## src/rtl/instruction_fetch.sv

```systemverilog
// Instruction fetch stage: single-outstanding ROM read (req/ack) feeding a one-entry
// instruction buffer towards decode (valid/ready), with flush support for taken jumps.
module instruction_fetch #(
    parameter int unsigned ADDR_SIZE = 16,
    parameter int unsigned DATA_SIZE = 16
) (
    input  logic                 clock,
    input  logic                 reset_n,
    input  logic                 run,
    input  logic [ADDR_SIZE-1:0] pc_addr,
    output logic                 pc_inc,
    output logic                 rom_req,
    output logic [ADDR_SIZE-1:0] rom_addr,
    input  logic                 rom_ack,
    input  logic [DATA_SIZE-1:0] rom_data,
    output logic                 instr_valid,
    input  logic                 instr_ready,
    output logic [DATA_SIZE-1:0] instr,
    output logic [ADDR_SIZE-1:0] instr_addr,
    input  logic                 flush
);

    typedef enum logic [1:0] {
        StIdle,
        StReq,
        StHold,
        StWait
    } state_e;

    state_e                 state_q, state_d;
    logic                   pc_inc_q, pc_inc_d;
    logic                   instr_valid_q, instr_valid_d;
    logic [DATA_SIZE-1:0]   instr_q, instr_d;
    logic [ADDR_SIZE-1:0]   instr_addr_q, instr_addr_d;
    logic                   discard_q, discard_d;

    always_comb begin
        state_d       = state_q;
        pc_inc_d      = 1'b0;
        instr_valid_d = instr_valid_q;
        instr_d       = instr_q;
        instr_addr_d  = instr_addr_q;
        discard_d     = discard_q;

        unique case (state_q)
            StIdle: begin
                if (run) begin
                    state_d = StReq;
                end
            end
            StReq: begin
                if (rom_ack) begin
                    if (flush || discard_q) begin
                        // Data belongs to a fetch made before the jump; drop it.
                        discard_d = 1'b0;
                        state_d   = run ? StReq : StIdle;
                    end else begin
                        instr_d       = rom_data;
                        instr_addr_d  = pc_addr;
                        instr_valid_d = 1'b1;
                        pc_inc_d      = 1'b1;
                        state_d       = StHold;
                    end
                end else if (flush) begin
                    // The request cannot be withdrawn, so remember to drop its data.
                    discard_d = 1'b1;
                end
            end
            StHold: begin
                if (flush) begin
                    instr_valid_d = 1'b0;
                    state_d       = run ? StReq : StIdle;
                end else if (instr_ready) begin
                    instr_valid_d = 1'b0;
                    state_d       = StWait;
                end
            end
            StWait: begin
                // Bubble so the PC update from pc_inc or a decode load is visible.
                state_d = run ? StReq : StIdle;
            end
            default: begin
                state_d = StIdle;
            end
        endcase
    end

    always_ff @(posedge clock or negedge reset_n) begin
        if (!reset_n) begin
            state_q       <= StIdle;
            pc_inc_q      <= 1'b0;
            instr_valid_q <= 1'b0;
            instr_q       <= '0;
            instr_addr_q  <= '0;
            discard_q     <= 1'b0;
        end else begin
            state_q       <= state_d;
            pc_inc_q      <= pc_inc_d;
            instr_valid_q <= instr_valid_d;
            instr_q       <= instr_d;
            instr_addr_q  <= instr_addr_d;
            discard_q     <= discard_d;
        end
    end

    assign rom_req     = (state_q == StReq);
    assign rom_addr    = rom_req ? pc_addr : '0;
    assign pc_inc      = pc_inc_q;
    assign instr_valid = instr_valid_q;
    assign instr       = instr_q;
    assign instr_addr  = instr_addr_q;

endmodule

```

## config.mk

```make
export PLATFORM = sky130hd
export DESIGN_NAME = instruction_fetch
export DESIGN_NICKNAME = d
export VERILOG_FILES = /design/src/rtl/instruction_fetch.sv
export SDC_FILE = /design/constraint.sdc
export NUM_CORES = 1
export LEC_CHECK = 0
export ABC_AREA = 1
export CAP_MARGIN = 20
export CORE_MARGIN = 2
export CORE_UTILIZATION = 40
export CTS_CLUSTER_SIZE = 24
export DETAILED_ROUTE_END_ITERATION = 8
export GPL_TIMING_DRIVEN = 0
export PLACE_DENSITY_LB_ADDON = 0.12
export SLEW_MARGIN = 5
export SYNTH_ARGS = -nofsm -noshare
export SYNTH_HDL_FRONTEND = slang
export SYNTH_SLANG_ARGS = --single-unit
```

## constraint.sdc

```tcl
create_clock -name clock -period 2.59 [get_ports clock]
set_input_delay 0.259 -clock clock [delete_from_list [all_inputs] [get_ports clock]]
set_output_delay 0.259 -clock clock [all_outputs]
set_load 0.02 [all_outputs]
```

# Word-level counts from Yosys, hierarchy flattened
# Index checks and enable logic that the tools add are counted.
[totals]
output_inout_bits = 51
ff_bits = 37
word_cells = 42
in_bits = 38
[classes]
bitwise_logic = 1
reduce_logical = 8
muxes = 19
eq_ne = 8
[op_table]
columns = ["cell", "n"]
rows = [
  ["2-to-1 mux 16 bit", 1],
  ["2-to-1 mux 1 bit", 11],
  ["2-to-1 mux 2 bit", 5],
  ["AND reduction 3 bit", 3],
  ["one-hot mux 2 bit (4 select lines)", 1],
  ["== test 2 bit (second input constant)", 2],
  ["!= test 2 x 1 -> 1 bit (second input constant)", 2],
  ["!= test 2 bit (second input constant)", 2],
  ["AND reduction 4 bit", 1],
  ["nonzero test 2 bit", 2],
  ["!= test 3 bit (second input constant)", 1],
  ["== test 2 x 1 -> 1 bit (second input constant)", 1],
  ["zero test 2 bit", 1],
  ["one-hot mux 1 bit (2 select lines)", 1],
  ["logical OR 1 bit", 1],
  ["NOT 1 bit", 1],
]

# Logic depth before layout (Yosys ltp)
[depth]
ltp_word = 4
mapped_depth = 7

# Worst setup path before layout
# Ideal clock, no wire load.
[synth_path]
kind = "register to output"
startpoint = "register state_q[1]"
endpoint = "output rom_addr[10]"
path_buffers = 1
path_slack_ns = 1.024
arrival_ns = 1.307
path_stages_with_launch = 5
cell_sequence = "dfrtp_1 > nor2_4 > clkinv_1 > buf_2 > nor2_1"
[synth_between]
elab_chain_len = 2
[synth_rtl]
columns = ["item", "line", "source"]
rows = [
  ["start, declared", "30", "state_e state_q, state_d;"],
  ["start signal, assigned", "90", "state_q <= StIdle;"],
  ["start signal, assigned", "97", "state_q <= state_d;"],
  ["== test 2 x 1 -> 1 bit", "106", "assign rom_req = (state_q == StReq);"],
  ["via rom_req", "12", "output logic rom_req,"],
  ["2-to-1 mux 16 bit", "107", "assign rom_addr = rom_req ? pc_addr : '0;"],
  ["end, declared", "13", "output logic [ADDR_SIZE-1:0] rom_addr,"],
]
# The timed path passes the listed nets, and every way through them passes these cells.

# Final worst setup path
[layout_path]
startpoint = "register state_q[0]"
endpoint = "output rom_addr[6]"
[layout_between]
elab_chain_len = 2
[layout_rtl]
columns = ["item", "line"]
rows = [
  ["== test 2 x 1 -> 1 bit", "106"],
  ["2-to-1 mux 16 bit", "107"],
]
# Every way passes these cells.

==> insert_results.sql <==
INSERT INTO impl_metrics (metric_group, metric, value, unit) VALUES
('timing', 'timing_max_transition_violations_final', '0', ''),
('pwr', 'leakage', '1.28', 'nW'),
('place', 'worst_setup_slack_post_dpl', '0.524', 'ns'),
('die', 'i_o_pin_count', '89', ''),
('synthesis', 'post-synth-top-count-cell', 'nand2_1', ''),
('timing', 'timing_worst_slew_pin_value', '0.802', 'ns'),
('critical_path', 'setup.worst_path.start', 'state_q[0]', ''),
('critical_path', 'critPathRequiredTime', '2.33', 'ns'),
('drt', 'avgViaCountPerCell', '4.57', ''),
('critical_path', 'critical_path.n_buffers_inverters', '4', ''),
('finish', 'fin_nets', '321', ''),
('synthesis', 'synthesis.area_per_instance', '8.46', 'sq um'),
('outcome', 'run_status', 'completed', ''),
('critical_path', 'timing.reg2reg.setup_slack', '1.33', 'ns'),
('place', 'buffer_ports.inserted', '88', ''),
('clocking', 'cts_tree', 'built', ''),
('finish', 'area_growth_syn_to_layout', '63.5', '%'),
('die', 'floorplan.die_area', '0.00450', 'sq mm'),
('finish', 'drive_gt1_share', '7.80', '%'),
('synthesis', 'syn_nets', '226', ''),
('pwr', 'power', '0.00308', 'W'),
('synthesis', 'synth_seq_area_share', '58.2', '%'),
('synthesis', 'yosys-top-cells-count', 'nand2_1, dfrtp_1, nor2_1', ''),
('critical_path', 'arrival', '2.09', 'ns'),
('pwr', 'power.sequential.fraction', '31.7', '%'),
('timing', 'setup_viol_count_final', '0', ''),
('place', 'gp_routability_congestion', '0.839', ''),
('critical_path', 'critical-path-slowest-cell', 'clkdlybuf4s50_1', ''),
('die', 'die_h', '67.1', 'um'),
('grt', 'grt-ovfl-total', '0', ''),
('die', 'initial_core_utilization', '42.5', '%'),
('synthesis', 'post-synth-top-area-fraction', '58.2', '%'),
('clocking', 'cts_hold_buf', '0', ''),
('clocking', 'tritoncts_num_sinks', '37', ''),
('critical_path', 'worstSetupEndpoint', 'rom_addr[6]', ''),
('pwr', 'netSwitchingFraction', '40.9', '%'),
('flow_run', 'maxCapViolCount', '0', ''),
('synthesis', 'yosys.cell_types.count', '17', ''),
('timing', 'max_clock_freq', '0.425', 'GHz'),
('timing', 'totalNegativeSetupSlack', '0', 'ns'),
('finish', 'layout.cells.non_filler', '330', ''),
('drt', 'drt-wirelength-per-cell', '12.0', 'um'),
('worst_hold_path', 'min-delay-path-class', 'in2async', ''),
('die', 'core_area', '0.00374', 'sq mm'),
('critical_path', 'crit_type', 'reg2out', ''),
('drt', 'postRouteAntennaNets', '0', ''),
('drt', 'detail_route.wirelength', '3.95', 'mm'),
('clocking', 'ctsRootBufferMaster', 'clkbuf_8', ''),
('synthesis', 'synth-async-reset-ratio', '100', '%'),
('critical_path', 'worst_r2r_path_depth', '5', ''),
('drt', 'drtPass1Iterations', '4', ''),
('critical_path', 'timing.rr.start', 'state_q[0]', ''),
('critical_path', 'worstReg2RegEnd', 'instr_addr[10]', ''),
('clocking', 'deepest_clock_path_buffer_count', '2', ''),
('timing', 'final.min_clock_period', '2.35', 'ns'),
('synthesis', 'synthesized_instance_count', '188', ''),
('clocking', 'cts-resized-gates', '0', ''),
('synthesis', 'yosysTopAreaCell', 'dfrtp_1', ''),
('place', 'dp.final_hpwl', '2.99', 'mm'),
('critical_path', 'start_kind', 'flip-flop', ''),
('timing', 'final-hold-violation-count', '0', ''),
('drt', 'drc_errors', '0', ''),
('pwr', 'powerDensity', '1180', 'mW/mm^2'),
('clocking', 'cts_buffers', '5', ''),
('pwr', 'total_switching_power', '0.00126', 'W'),
('drt', 'vias', '1509', ''),
('timing', 'slew_headroom', '46.5', '%'),
('synthesis', 'syn-cell-area', '0.00159', 'sq mm'),
('synthesis', 'synth_top_cells_by_area', 'dfrtp_1, nand2_1, nor2_1', ''),
('critical_path', 'crit_path_largest_cell_delay', '0.61', 'ns'),
('critical_path', 'cp-end-kind', 'output port', '');
-- registers in the layout (all words and copies together), names as in the netlist --
register,cells
discard_q,1
instr_addr,16
instr_valid,1
state_q,2
pc_inc,1
instr,16
-- cell usage in the layout, fill, tap and decap left out --
cell,n
nor2_1,23
clkdlybuf4s50_1,87
clkbuf_1,1
buf_6,4
inv_2,2
buf_2,3
nand3b_1,2
clkbuf_8,5
clkinv_1,1
inv_1,19
dfrtp_1,37
a21oi_1,3
o21ai_0,13
nor2_2,1
nand3_1,1
o21ai_2,4
nand3_2,1
nor2_4,1
nand2_1,73
clkinv_2,1
-- how the worst min path moves through the flow --
| stage | start | endpoint | slack, ns | cells after the start |
|---|---|---|---|---|
| after detailed placement | reset_n | instr_addr[12] | 0.40 | 1 |
| final | reset_n | instr_addr[12] | 0.06 | 1 |
| after global placement | instr[8] | instr[8] | 0.46 | 2 |
| after global routing | reset_n | instr_addr[12] | 0.13 | 1 |
| after floorplan | reset_n | discard_q | -0.04 | 0 |
| after CTS | reset_n | instr_addr[12] | 0.09 | 1 |
-- cell type report --
class | count | area, sq um
Fill cell | 317 | 1140
Sequential cell | 37 | 926
Timing Repair Buffer | 88 | 876
Multi-Input combinational cell | 122 | 523
Inverter | 22 | 82.6
Clock buffer | 5 | 68.8
Tap cell | 48 | 60.1
Buffer | 7 | 58.8
Clock inverter | 1 | 5.00
-- routing by layer --
layer	track usage [%]	part of all wire, %
met3	6.59	9.1
met2	32.8	46
met1	22.2	43
met4	6.89	1.6
met5	0	0
-- power by group through the flow --
stage                     clock network, W  registers, W  logic [W]
after floorplan                          0       0.00127   0.000600
after global placement                   0      0.000975    0.00173
after detailed placement                 0      0.000983    0.00176
after CTS                         0.000382      0.000977    0.00176
after global routing              0.000397       0.00101    0.00188
final                             0.000366      0.000975    0.00174
-- metrics by stage --
stage | hold WS, ns | utilization [%] | cell area (sq um)
finish | 0.0552 | 69.5 | 2600
global route | 0.132 | 69.5 | 2600
CTS | 0.0900 | 69.5 | 2600
detailed placement | 0.402 | 67.5 | 2530
global placement | 0.461 | 67.6 | 2530
floorplan | -0.0366 | - | 1590
-- cells by family (layout without fill, tap and decap cells) --
| kind of cell | Yosys count | in the layout | share of synthesized area, % |
|---|---|---|---|
| AO/OA/AOI/OAI | 20 | 20 | 7.24 |
| buffers and inverters | 29 | 123 | 8.89 |
| flip-flops | 37 | 37 | 58.2 |
| AND/OR/NAND/NOR | 102 | 102 | 25.6 |
(Power assumes the default switching activity.)
